<file path="src/rtl/addsub_result_display_if.sv">
// Handshake and display bundle between the add/subtract unit, this display stage
// and the 7-segment pins.
interface addsub_result_display_if;
  logic       in_valid;
  logic       in_ready;
  logic [4:0] S;
  logic       sign;
  logic       disp_valid;
  logic [6:0] seg;
  logic [2:0] an;

  // Producer side: drives the result, observes readiness and the display pins.
  modport master (
    output in_valid, S, sign,
    input  in_ready, disp_valid, seg, an
  );

  // Display stage side.
  modport slave (
    input  in_valid, S, sign,
    output in_ready, disp_valid, seg, an
  );
endinterface

</file>
<file path="src/rtl/addsub_result_display.sv">
// Accepts a 5-bit magnitude plus sign, converts it to BCD with a 5-step double-dabble
// and scans it onto a 3-digit common-anode 7-segment display (sign, tens, ones).
module addsub_result_display #(
  parameter int REFRESH_DIV = 50000
) (
  input  logic                    clk,
  input  logic                    rst_n,
  addsub_result_display_if.slave  bus
);

  localparam int            CW       = $clog2(REFRESH_DIV);
  localparam logic [CW-1:0] REF_LAST = CW'(REFRESH_DIV - 1);
  localparam logic [2:0]    LAST_IT  = 3'd4;

  localparam logic [6:0] SEG_BLANK = 7'h7F;
  localparam logic [6:0] SEG_MINUS = 7'h3F;

  typedef enum logic {IDLE, CONV} state_t;

  state_t      state_q, state_d;
  logic [12:0] scratch_q, scratch_d;
  logic [2:0]  iter_q, iter_d;
  logic        sign_q, sign_d;
  logic        commit;
  logic        in_ready;

  logic [3:0]  tens_q, ones_q;
  logic        dsign_q;
  logic        disp_valid_q;

  logic [CW-1:0] ref_q;
  logic [1:0]    dsel_q;

  logic [6:0] seg_w;
  logic [2:0] an_w;

  // One double-dabble iteration: correct both BCD nibbles, then shift everything left.
  function automatic logic [12:0] dabble_step(input logic [12:0] v);
    logic [3:0] t;
    logic [3:0] o;
    t = v[12:9];
    o = v[8:5];
    if (t >= 4'd5) t = t + 4'd3;
    if (o >= 4'd5) o = o + 4'd3;
    return {t[2:0], o, v[4:0], 1'b0};
  endfunction

  function automatic logic [6:0] digit_seg(input logic [3:0] d);
    logic [6:0] s;
    unique case (d)
      4'd0:    s = 7'h40;
      4'd1:    s = 7'h79;
      4'd2:    s = 7'h24;
      4'd3:    s = 7'h30;
      4'd4:    s = 7'h19;
      4'd5:    s = 7'h12;
      4'd6:    s = 7'h02;
      4'd7:    s = 7'h78;
      4'd8:    s = 7'h00;
      4'd9:    s = 7'h10;
      default: s = SEG_BLANK;
    endcase
    return s;
  endfunction

  // Control FSM and conversion datapath next-state logic.
  always_comb begin
    // NOTE: every output of this block gets a default first so no path can infer a latch.
    state_d   = state_q;
    scratch_d = scratch_q;
    iter_d    = iter_q;
    sign_d    = sign_q;
    commit    = 1'b0;
    in_ready  = 1'b0;
    unique case (state_q)
      IDLE: begin
        in_ready = 1'b1;
        if (bus.in_valid) begin
          scratch_d = {8'h00, bus.S};
          sign_d    = bus.sign;
          iter_d    = 3'd0;
          state_d   = CONV;
        end
      end
      CONV: begin
        scratch_d = dabble_step(scratch_q);
        iter_d    = iter_q + 3'd1;
        if (iter_q == LAST_IT) begin
          commit  = 1'b1;
          state_d = IDLE;
        end
      end
      default: state_d = IDLE;
    endcase
  end

  // NOTE: sequential state uses non-blocking assignments so every register sees pre-edge values.
  always_ff @(posedge clk) begin
    if (!rst_n) begin
      state_q <= IDLE;
    end else begin
      state_q <= state_d;
    end
  end

  // NOTE: scratch, counter and captured sign are reloaded on every accept, so they need no reset.
  always_ff @(posedge clk) begin
    scratch_q <= scratch_d;
    iter_q    <= iter_d;
    sign_q    <= sign_d;
  end

  // Display registers hold the last committed result until the next commit or reset.
  always_ff @(posedge clk) begin
    if (!rst_n) begin
      tens_q       <= 4'd0;
      ones_q       <= 4'd0;
      dsign_q      <= 1'b0;
      disp_valid_q <= 1'b0;
    end else if (commit) begin
      tens_q       <= scratch_d[12:9];
      ones_q       <= scratch_d[8:5];
      dsign_q      <= sign_q;
      disp_valid_q <= 1'b1;
    end
  end

  // Free-running digit scan, independent of conversion activity.
  always_ff @(posedge clk) begin
    if (!rst_n) begin
      ref_q  <= '0;
      dsel_q <= 2'd0;
    end else if (ref_q == REF_LAST) begin
      ref_q  <= '0;
      dsel_q <= (dsel_q == 2'd2) ? 2'd0 : dsel_q + 2'd1;
    end else begin
      ref_q  <= ref_q + CW'(1);
    end
  end

  // Segment/anode drive; leading tens zero is suppressed, ones always shown.
  always_comb begin
    seg_w = SEG_BLANK;
    an_w  = 3'b111;
    unique case (dsel_q)
      2'd0: begin
        an_w = 3'b110;
        if (disp_valid_q) seg_w = digit_seg(ones_q);
      end
      2'd1: begin
        an_w = 3'b101;
        if (disp_valid_q && tens_q != 4'd0) seg_w = digit_seg(tens_q);
      end
      2'd2: begin
        an_w = 3'b011;
        if (disp_valid_q && dsign_q) seg_w = SEG_MINUS;
      end
      default: an_w = 3'b111;
    endcase
  end

  assign bus.in_ready   = in_ready;
  assign bus.disp_valid = disp_valid_q;
  assign bus.seg        = seg_w;
  assign bus.an         = an_w;

endmodule

</file>
<file path="src/flat_wrapper.sv">
// flat-port wrapper written by rule: the top's interface ports become plain ports
module addsub_result_display_flat 
#(
  parameter int REFRESH_DIV = 50000
)
  (clk, rst_n, bus_in_valid, bus_S, bus_sign, bus_in_ready, bus_disp_valid, bus_seg, bus_an);
  addsub_result_display_if bus_i ();
  input  logic clk;
  input  logic rst_n;
  input wire logic [$bits(bus_i.in_valid)-1:0] bus_in_valid;
  input wire logic [$bits(bus_i.S)-1:0] bus_S;
  input wire logic [$bits(bus_i.sign)-1:0] bus_sign;
  output wire logic [$bits(bus_i.in_ready)-1:0] bus_in_ready;
  output wire logic [$bits(bus_i.disp_valid)-1:0] bus_disp_valid;
  output wire logic [$bits(bus_i.seg)-1:0] bus_seg;
  output wire logic [$bits(bus_i.an)-1:0] bus_an;
  assign bus_i.in_valid = bus_in_valid;
  assign bus_i.S = bus_S;
  assign bus_i.sign = bus_sign;
  assign bus_in_ready = bus_i.in_ready;
  assign bus_disp_valid = bus_i.disp_valid;
  assign bus_seg = bus_i.seg;
  assign bus_an = bus_i.an;
  addsub_result_display #(.REFRESH_DIV(REFRESH_DIV)) u_core (.clk(clk), .rst_n(rst_n), .bus(bus_i));
endmodule
</file>
<file path="config.mk">
export PLATFORM = sky130hd
export DESIGN_NAME = addsub_result_display_flat
export DESIGN_NICKNAME = d
export VERILOG_FILES = /design/src/rtl/addsub_result_display_if.sv /design/src/rtl/addsub_result_display.sv /design/src/flat_wrapper.sv
export SDC_FILE = /design/constraint.sdc
export NUM_CORES = 1
export LEC_CHECK = 0
export BUFFER_PORTS_ARGS = -buffer_cell sky130_fd_sc_hd__buf_4
export CORE_ASPECT_RATIO = 0.9
export CORE_UTILIZATION = 55
export DETAILED_ROUTE_END_ITERATION = 8
export GPL_TIMING_DRIVEN = 0
export PLACE_DENSITY = 0.74
export SLEW_MARGIN = 20
export SYNTH_ARGS = -nofsm -noshare
export SYNTH_HDL_FRONTEND = slang
export SYNTH_SLANG_ARGS = --single-unit
</file>
<file path="constraint.sdc">
create_clock -name clk -period 2.6 [get_ports clk]
set_input_delay 0.39 -clock clk [delete_from_list [all_inputs] [get_ports clk]]
set_output_delay 0.39 -clock clk [all_outputs]
set_load 0.01 [all_outputs]
</file>
==> metrics.cfg <==
[placement]
io_buffers=20
gp_congestion=0.906
placedCellCount=410
hpwl_microns=4310

[grt]
antenna_found_initial=0
grt_pass1_wl_microns=9840
grt-ovfl-total=0
grt_max_degree=12
grt_util_all_layers_pct=22.6
grt_pass1_vias=2115

[sta]
drv_slew=0
timing.max_slew.rel_slack_pct=60.2
timing.hold.ws_ns=0.236
setup_tns_ns=0
worst_pin_slew_ns=0.593
fin_crit_ns=2.41
period_share_pct=92.7
clock_skew_ns=0.00699
timing.fmax_mhz=415
rsz0062_at_grt=no
finalHoldViolCount=0
finalSetupViolCount=0

[logic_synthesis]
seq_area_frac_synth_pct=43.4
yosys.area.top_type_share_pct=34.3
netlist_top_cells_area=dfxtp_1, edfxtp_1, ha_1
synth_xor_area_share_pct=4.42
synthSimpleGateAreaFrac_pct=18.3
synthArstFlopShare_pct=0
synth_fa_ha_area_share_pct=7.15
synth_compound_area_share_pct=21.2
yosysWarningCount=0
synth.distinct_cells=61
syn-mean-instance-area_sq_um=9.20
synthMuxAreaShare_pct=1.05
yosys.area.top_type=dfxtp_1
synth_top_family_by_area=compound AO/OA/AOI/OAI gates
synth_flop_cell=dfxtp_1
synth_commonest_cells=dfxtp_1, nand2_1, nor2_1, inv_1
synth-edff-count=9
syn_area_sq_mm=0.00297
synth_nets=349
yosysMostFrequentCell=dfxtp_1
ys_ff_latch=60
synthCells=323

[setup_path]
reg2reg_depth=10
cp-start-kind=flop
r2r_slack_ns=0.19
crit_fanout=10
r2r-start=u_core.iter_q[0]
critical_path_class=flop to flop
crit_start=u_core.iter_q[0]
end_kind=flop
crit_required_ns=2.80
arrival_ns=2.61

[die]
die-area_sq_mm=0.00570
start_util_pct=56.9
core_sq_mm=0.00522
die_w_microns=79.5
row_count=25
io_pins=21
die_h_microns=71.7

[detailed_routing]
first_pass_iters=4
met1_length_microns=3130
wl_microns=5930
routedWlPerCell_microns=14.0
drt_iter0_drc=147
drc=0
vias=2414
via_per_inst=5.68
wl_met2_microns=2530
wl_met3_microns=245
topRoutingLayerUsed=met4
drtAntennaViolNets=0

[power]
ir_drop_mv=0.394
p_leak_nw=1.34
power.density_mw_per_mm2=590

[min_path]
hold_depth=1
min_from=bus_sign
worstHoldPathType=primary input to flop
worstHoldEndpoint=u_core.sign_q

[cells_and_area]
finalNetCount=380
multi_input_area_sq_mm=0.00157
diodes=0
regArea_sq_mm=0.00129
layout-drive-gt1-share_pct=15.1
fillers=458
fin_cells=425
syn_to_final_growth_pct=13.8

[cts]
cts_root_buffer=clkbuf_8
cts_tree=done
clock_tree.htree_level_count=3
ctsHoldBuffers=0
cts_buffer_depth=2
cts.sinks=60
cts_buffers=9
clk_pin_slew_worst_paths_ns=0.07
cts_setup_buffers=0
clk_latency_ns=0.33

[run]
max_cap_viol_count=0

[status]
status=finished, final reports clean

what timing repair did:
action | in CTS | in global routing
gates resized for setup | 0 | 2
setup endpoints to repair | 0 | 3
hold endpoints to repair | 0 | 0
cells in the final DEF, fill, tap and decap left out, drive strengths merged, types with 4 or more instances in the layout:
cell / count
dfxtp: 51
nand2: 33
nor2: 25
buf: 23
inv: 22
clkbuf: 19
a21oi: 18
ha: 17
o21ai: 16
xnor2: 11
edfxtp: 9
and3: 8
nand3: 8
a22o: 7
nor3: 7
and2: 6
o22a: 6
a31oi: 5
or3: 4
a211oi: 4
nand4: 4
a22oi: 4
nor4b: 4
xor2: 4
a311oi: 4
clkinv: 4
cell type report:
type,count,share of cell area [%]
tap,67,2.48
clock buffer,12,4.29
inverter,23,2.55
buffer,10,1.33
multi-input combinational,230,46.3
timing repair buffer,20,4.44
clock inverter,3,0.444
sequential,60,38.2
metrics by stage:
step                total power, W  setup WS [ns]  util [%]  area [sq um]
finish                     0.00200          0.190      64.7          3380
CTS                        0.00201          0.102      64.5          3370
detailed placement         0.00132          0.118      61.4          3210
global route               0.00209         0.0180      64.7          3380
floorplan                  0.00124          0.432         -          2970
global placement           0.00131          0.153      61.4          3210
worst max-delay path by stage:
stage / slack, ns / end
2_1_floorplan: 0.43 / flop
3_3_place_gp: 0.15 / flop
3_5_place_dp: 0.12 / flop
4_1_cts: 0.10 / flop
5_1_grt: 0.02 / flop
6_report: 0.19 / flop
logic make-up after synthesis:
group,count (synthesis)
xor gates and xnor gates,15
buffers and inverters,33
adders and majority gates,17
AOI/OAI and AO/OA,86
DFF,60
and+or+nand+nor,109
muxes,3
layer usage:
| layer | GRT usage, % | up-vias |
|---|---|---|
| met3 | 6.50 | 4 |
| met5 | 0 | - |
| met1 | 32.6 | 1130 |
| met4 | 6.67 | 0 |
| li1 | - | 1226 |
| met2 | 32.6 | 54 |
worst max-delay path, stage by stage, from the launching register on:
cell and delay [ns]:
edfxtp_1 0.38, inv_1 0.06, ha_1 0.21, nand3_1 0.12, clkbuf_1 0.41, nand3_1 0.22
o31ai_4 0.14, inv_1 0.14, ha_1 0.21, a311oi_1 0.31, a211oi_1 0.08
power by group:
group	switching, W	total, W	leakage, nW	internal (W)
Clock	0.000335	0.000696	0.0860	0.000362
Sequential	0.0000304	0.00103	0.508	0.00100
Combinational	0.000157	0.000269	0.749	0.000112
Total	0.000522	0.00200	1.34	0.00147
Note: power is estimated with default switching activity, not from simulation.
